## config.mk

```make
export PLATFORM = sky130hd
export DESIGN_NAME = fwd_operand_reg
export DESIGN_NICKNAME = d
export VERILOG_FILES = /design/src/rtl/fwd_operand_reg.sv
export SDC_FILE = /design/constraint.sdc
export NUM_CORES = 1
export LEC_CHECK = 0
export BUFFER_PORTS_ARGS = -buffer_cell sky130_fd_sc_hd__buf_2
export CAP_MARGIN = 5
export CORE_ASPECT_RATIO = 1.4
export CORE_MARGIN = 1.5
export CORE_UTILIZATION = 43
export DETAILED_ROUTE_END_ITERATION = 7
export MAX_ROUTING_LAYER = met4
export PLACE_DENSITY = 0.81
export REMOVE_ABC_BUFFERS = 1
export SETUP_SLACK_MARGIN = 0.05
export SKIP_CTS_REPAIR_TIMING = 1
export SYNTH_ARGS = -nofsm -noshare
export SYNTH_HDL_FRONTEND = slang
export SYNTH_SLANG_ARGS = --single-unit
```

## constraint.sdc

```tcl
create_clock -name clk -period 2.99 [get_ports clk]
set_input_delay 0.299 -clock clk [delete_from_list [all_inputs] [get_ports clk]]
set_output_delay 0.299 -clock clk [all_outputs]
set_load 0.05 [all_outputs]
```

## src/rtl/fwd_operand_reg.sv

```systemverilog
// ----------------------------------------------------------------------------
// fwd_operand_reg
//
// Operand-forwarding stage for the ID/EX boundary. It compares the consuming
// instruction's source register against the destinations of STAGES pipeline
// stages, with stage 0 the youngest. It picks the youngest valid producer, or
// the register file when no stage matches. If that youngest producer is not
// ready yet (a load-use case), it raises hazard. The selected operand is
// registered with flush and stall control. A saturating counter records every
// hazard cycle.
//
// Parameters
//   N       data width
//   STAGES  number of forwarding sources (stage 0 = youngest)
//   AW      register address width
//   CW      hazard counter width
//   SELW    source-select width (derived, not overridable)
//
// Ports
//   clk         clock; every state update happens on the rising edge
//   rst         synchronous active-high reset
//   in_valid    a consuming instruction is present this cycle
//   stall       hold every output register
//   flush       load a bubble into the output register
//   rs_addr     source register of the consuming instruction
//   rf_data     register file read data for rs_addr
//   fwd_we      stage k will write a register
//   fwd_ready   stage k result is available now
//   fwd_addr    stage k destination register, bits [k*AW +: AW]
//   fwd_data    stage k result, bits [k*N +: N]
//   hazard      combinational: the youngest matching stage is not ready
//   op_out      registered operand
//   op_valid    registered: op_out holds a valid operand
//   src_sel     registered source: 0 = register file / $zero, k+1 = stage k
//   hazard_cnt  saturating count of hazard cycles
// ----------------------------------------------------------------------------
module fwd_operand_reg #(
    parameter  int N      = 32,
    parameter  int STAGES = 3,
    parameter  int AW     = 5,
    parameter  int CW     = 16,
    localparam int SELW   = $clog2(STAGES + 1)
) (
    input  logic                 clk,
    input  logic                 rst,
    input  logic                 in_valid,
    input  logic                 stall,
    input  logic                 flush,
    input  logic [AW-1:0]        rs_addr,
    input  logic [N-1:0]         rf_data,
    input  logic [STAGES-1:0]    fwd_we,
    input  logic [STAGES-1:0]    fwd_ready,
    input  logic [STAGES*AW-1:0] fwd_addr,
    input  logic [STAGES*N-1:0]  fwd_data,
    output logic                 hazard,
    output logic [N-1:0]         op_out,
    output logic                 op_valid,
    output logic [SELW-1:0]      src_sel,
    output logic [CW-1:0]        hazard_cnt
);

    logic            win_found;
    logic            win_ready;
    logic [SELW-1:0] win_sel;
    logic [N-1:0]    win_data;
    logic [N-1:0]    sel_data;

    // Youngest-first priority select. Once a match is found, older stages are
    // ignored. This keeps a ready older producer from masking an unready
    // younger one. Register $zero never matches, so it never forwards.
    // NOTE: each variable assigned in this block gets a default value first,
    // so no path leaves it unassigned and no latch is inferred.
    always_comb begin
        win_found = 1'b0;
        win_ready = 1'b0;
        win_sel   = '0;
        win_data  = '0;
        for (int k = 0; k < STAGES; k++) begin
            if (!win_found && fwd_we[k] && rs_addr != '0 &&
                fwd_addr[k*AW +: AW] == rs_addr) begin
                win_found = 1'b1;
                win_ready = fwd_ready[k];
                win_sel   = SELW'(k + 1);
                win_data  = fwd_data[k*N +: N];
            end
        end
    end

    // $zero always reads as 0, whatever the register file port returns.
    assign sel_data = (rs_addr == '0) ? '0 : (win_found ? win_data : rf_data);
    assign hazard   = in_valid && win_found && !win_ready;

    // Priority: reset, then flush, then stall, then load. The hazard counter
    // is outside the flush/stall chain because it counts every hazard cycle.
    // NOTE: sequential state uses non-blocking assignments only, so every
    // register samples values from before the edge, whatever the order of
    // the statements.
    always_ff @(posedge clk) begin
        if (rst) begin
            op_out     <= '0;
            op_valid   <= 1'b0;
            src_sel    <= '0;
            hazard_cnt <= '0;
        end else begin
            if (hazard && hazard_cnt != '1)
                hazard_cnt <= hazard_cnt + 1'b1;

            if (flush) begin
                op_valid <= 1'b0;
                src_sel  <= '0;
            end else if (!stall) begin
                if (in_valid && !hazard) begin
                    op_out   <= sel_data;
                    src_sel  <= win_sel;
                    op_valid <= 1'b1;
                end else begin
                    // Bubble: op_out and src_sel keep their last values.
                    op_valid <= 1'b0;
                end
            end
        end
    end

endmodule

```

* Word-level counts from Yosys, hierarchy flattened
Cells that the tools add are included.
** Word-level totals
- Output and inout bits :: 52
- Flip-flop bits (word level) :: 51
- Input port bits :: 159
- Logic and storage cells :: 47
** Operators by class
- Reduce and logical (&&, ||, !) cells :: 21
- Equality and inequality tests :: 4
- Bitwise gates (word level) :: 2
- $add $sub $neg :: 1
- Muxes and demuxes :: 15
** Operators by type and width (number)
- 32-bit two-way mux :: 5
- 16-bit by 1-bit adder with 16-bit output, second input constant :: 1
- 16-bit != test, second input constant :: 1
- 5-bit == test :: 3
- 1-bit logical AND :: 12
- 1-bit two-way mux :: 8
- 5-bit zero test :: 1
- 5-bit nonzero test :: 1
- 1-bit zero test :: 4
- 2-bit two-way mux :: 2
- 3-bit AND reduction :: 1
- 1-bit NOT :: 2
- 2-bit AND reduction :: 1
- 2-bit OR reduction :: 1

* Depth between registers and ports, before layout
- Depth in word-level cells :: 19
- Mapped depth :: 10
- Depth with buffers taken out :: 8

* Worst setup path after synthesis
Ideal clock, no wire load.
- Path type :: input to output
- Start :: in rs_addr[0]
- End :: out hazard
- Data required time :: 2691 ps
- Arrival time :: 2653 ps
- Cell stages on the path :: 6
- Slack :: 38 ps
- Path buffers :: 1
- Cells stage by stage :: or4_4 nor2_4 nor3_1 o211a_4 clkbuf_1 nor3_1
** Between the ends
- Cells in the longest elaborated chain, start to end :: 16
- Elaborated cells on any way between the ends :: 23
- Those cells by class :: eq/ne (3); mux (6); reduce/logical (14)
** RTL lines
- start: declaration :: RTL line 49 : input logic [AW-1:0] rs_addr,
- 5-bit nonzero test :: RTL line 79 : if (!win_found && fwd_we[k] && rs_addr != '0 &&
- 1-bit logical AND (2 in series) :: RTL line 79
- 1-bit two-way mux :: RTL line 79
- 1-bit zero test :: RTL line 79
- 1-bit logical AND (3 in series) :: RTL line 79
- 1-bit two-way mux :: RTL line 79
- 1-bit zero test :: RTL line 79
- 1-bit logical AND (3 in series) :: RTL line 79
- 1-bit two-way mux :: RTL line 79
- 1-bit logical AND / 1-bit zero test (equally long branches) :: RTL line 91 : assign hazard = in_valid && win_found && !win_ready;
- 1-bit logical AND (*) :: RTL line 91
- end: declaration :: RTL line 55 : output logic hazard,
Every way passes the cells marked *; elsewhere a longest branch is shown, timed or not.

* Worst setup path in the final report
- Start :: in rs_addr[1]
- End :: out hazard
The elaborated chain is that of the path after synthesis.

==> results.toml <==
[synthesis]
synth_top_cell_area_share_pct = 31.5
ys.flop_type = "dfxtp_1"
synth_top_area_cell = "dfxtp_1"
synth-seq-area-share_pct = 31.5
syn_avg_cell_area_um2 = 7.83
synth_cell_types = 44
yosys_warnings = 0
netlist_instances = 414
synth.area.top_cells = "dfxtp_1 31%, nand2_1 9.0%, o31ai_4 8.5%, o21ai_0 6.5%, xnor2_1 5.9%"
synth_common_cells = "78 x nand2_1, 51 x dfxtp_1, 45 x nor2_1, 42 x o21ai_0, 23 x a21oi_1"
netlist_area_um2 = 3240
synth_most_common_cell = "nand2_1"
ys_ff_latch = 51
synth_edf_count = 0
synth-async-reset-ratio_pct = 0

[drt]
avgViaCountPerCell = 5.31
drt.antenna.violating_nets = 0
drt-wirelength-per-cell_um = 15.1
wl_met3_um = 628
drt-pass1-iter-count = 7
drt_iter0_markers = 220
highest_layer = "met4"
wl_met2_um = 5680
vias = 3800
totalWireLength_um = 10800
drcViolationCount = 0
drt-met1-wl_um = 4170

[die]
die_w_um = 76.4
die-area_um2 = 8080
die_y_um = 106
num_io_pins = 211
rows = 37
core_um2 = 7310
initial_core_util_pct = 44.3

[power]
p_switching_uw = 453
irDropWorstVdd_v = 0.000199
p_per_area_nw_per_um2 = 332
intPower_mw = 1.04
pwr-share-clk_pct = 27.9
power_frac_comb_pct = 24.9
leakage_nw = 2.11
swShare_pct = 30.3
seqPwrFrac_pct = 47.2

[cts]
clock_sinks = 51
cts_buffers = 5
h-tree-depth = 2
cts_tree = "built"
worst_skew_pair.late_latency_ns = 0.31
cts_root_buf = "clkbuf_8"
path_clk_slew_ns = 0.10
cts_buffer_depth = 2

[layout]
finalInstanceArea_um2 = 4500
final_util_pct = 61.6
syn_to_final_growth_pct = 38.9
nets = 778
drive_above_1_share_pct = 42.0
antennaDiodeCount = 0
fin_cells = 716

[worst_hold_path]
holdCritPathClass = "in2reg"

[sta]
setup_violations = 0
period_minus_slack_ns = 2.67
max_freq_ghz = 0.374
finClkSkew_ns = 0.00491
tightest_slew_ns = 0.481
slew_violations = 0
slew_headroom_pct = 68.0
rsz0062_at_grt = "false"
fin_crit_sh_pct = 89.4
hold_viol = 0
fin_ws_ns = 0.318

[global_routing]
grt_max_degree = 36
grt-ovfl-total = 0
grt_pass1_vias = 3651
antenna_found_initial = 0
gr-usage-all-layers_pct = 26.9
grt_pass1_wl_um = 16800

[job]
drv_cap = 0

[worst_setup_path]
required_ns = 2.69
worst-path-max-fanout = 10
crit_path_end_kind = "output port"
cp.arrival_ns = 2.37
crit_type = "in2out"
reg2reg_slack_ns = 0.76
startpoint_type = "input port"

[run_status]
outcome = "complete, no violations"

[place]
gp_congestion = 0.947
dpl.hpwl_um = 8480
post-place-cells = 708
place_ws_ns = 0.0793
numPortBuffers = 210
dpl-instance-area_um2 = 4410
-- critical path, stage by stage --
cell	delay, ns
buf_2	0.15
xnor2_1	0.18
nand4_1	0.18
or4_1	0.55
o211a_4	0.28
buf_4	0.18
nor3_1	0.24
buf_2	0.31
-- sequential cells by signal, summed over array words and instances (netlist names) --
signal and flops:
op_out 32, hazard_cnt 16, src_sel 2, op_valid 1
-- path summary, 6_finish.rpt --
check                                  start                           to  depth (start not counted)
setup / recovery                  rs_addr[1]                       hazard                          8
hold reg to reg       op_out[6]$_SDFFE_PP0P_       op_out[6]$_SDFFE_PP0P_                          2
setup reg to reg  hazard_cnt[0]$_SDFFE_PP0P_  hazard_cnt[10]$_SDFFE_PP0P_                          8
hold / removal                         flush        op_valid$_SDFFE_PP0N_                          2
-- area by class of cell --
type	count	area [µm²]
fill	699	2810
multi-input combinational	329	2080
timing repair buffer	225	1160
sequential	51	1020
tap	97	121
clock buffer	7	86.3
inverter	6	22.5
clock inverter	1	8.76
-- layout by cell type (no fill, tap or decap), types with 9 or more instances in the layout --
master,count
a2bb2oi_1,13
a31oi_1,16
nand2_1,78
a21oi_1,23
o21ai_0,42
nor3_1,9
o31ai_4,13
xnor2_1,22
nor2_1,45
dfxtp_1,51
buf_2,210
buf_4,15
-- logic make-up (layout without fill, tap and decap cells) --
family	count (synthesis)	count (layout)	synth area share (%)
AO/OA/AOI/OAI	130	130	31.7
XOR/XNOR	23	23	6.21
adder cells (fa/ha/maj)	1	1	0.386
buffers and inverters	34	239	5.09
flip-flops	51	51	31.5
multiplexers	5	5	1.66
AND/OR/NAND/NOR	170	170	23.5
-- power by group through the flow --
| stage | Combinational, mW | Sequential (mW) | Clock (mW) |
|---|---|---|---|
| after floorplan | 0.131 | 0.784 | 0 |
| after global placement | 0.362 | 0.721 | 0 |
| after detailed placement | 0.371 | 0.721 | 0 |
| after CTS | 0.372 | 0.706 | 0.428 |
| after global routing | 0.401 | 0.708 | 0.460 |
| final | 0.372 | 0.706 | 0.418 |
-- through the flow --
step                      power [mW]  hold slack (ns)  setup TNS (ns)
after floorplan                0.915            0.368          -17.76
after global placement          1.08            0.430               0
after detailed placement        1.09            0.437               0
after CTS                       1.51            0.242               0
after global routing            1.57            0.235               0
final                           1.50            0.241               0
-- per-layer routing --
| metal | global-route usage (%) | vias to the layer above |
|---|---|---|
| met5 | - | - |
| met4 | 9.79 | 0 |
| met3 | 4.16 | 33 |
| met2 | 49.7 | 172 |
| met1 | 28.8 | 1712 |
| li1 | - | 1883 |
Note: power is estimated with default switching activity, not from simulation.
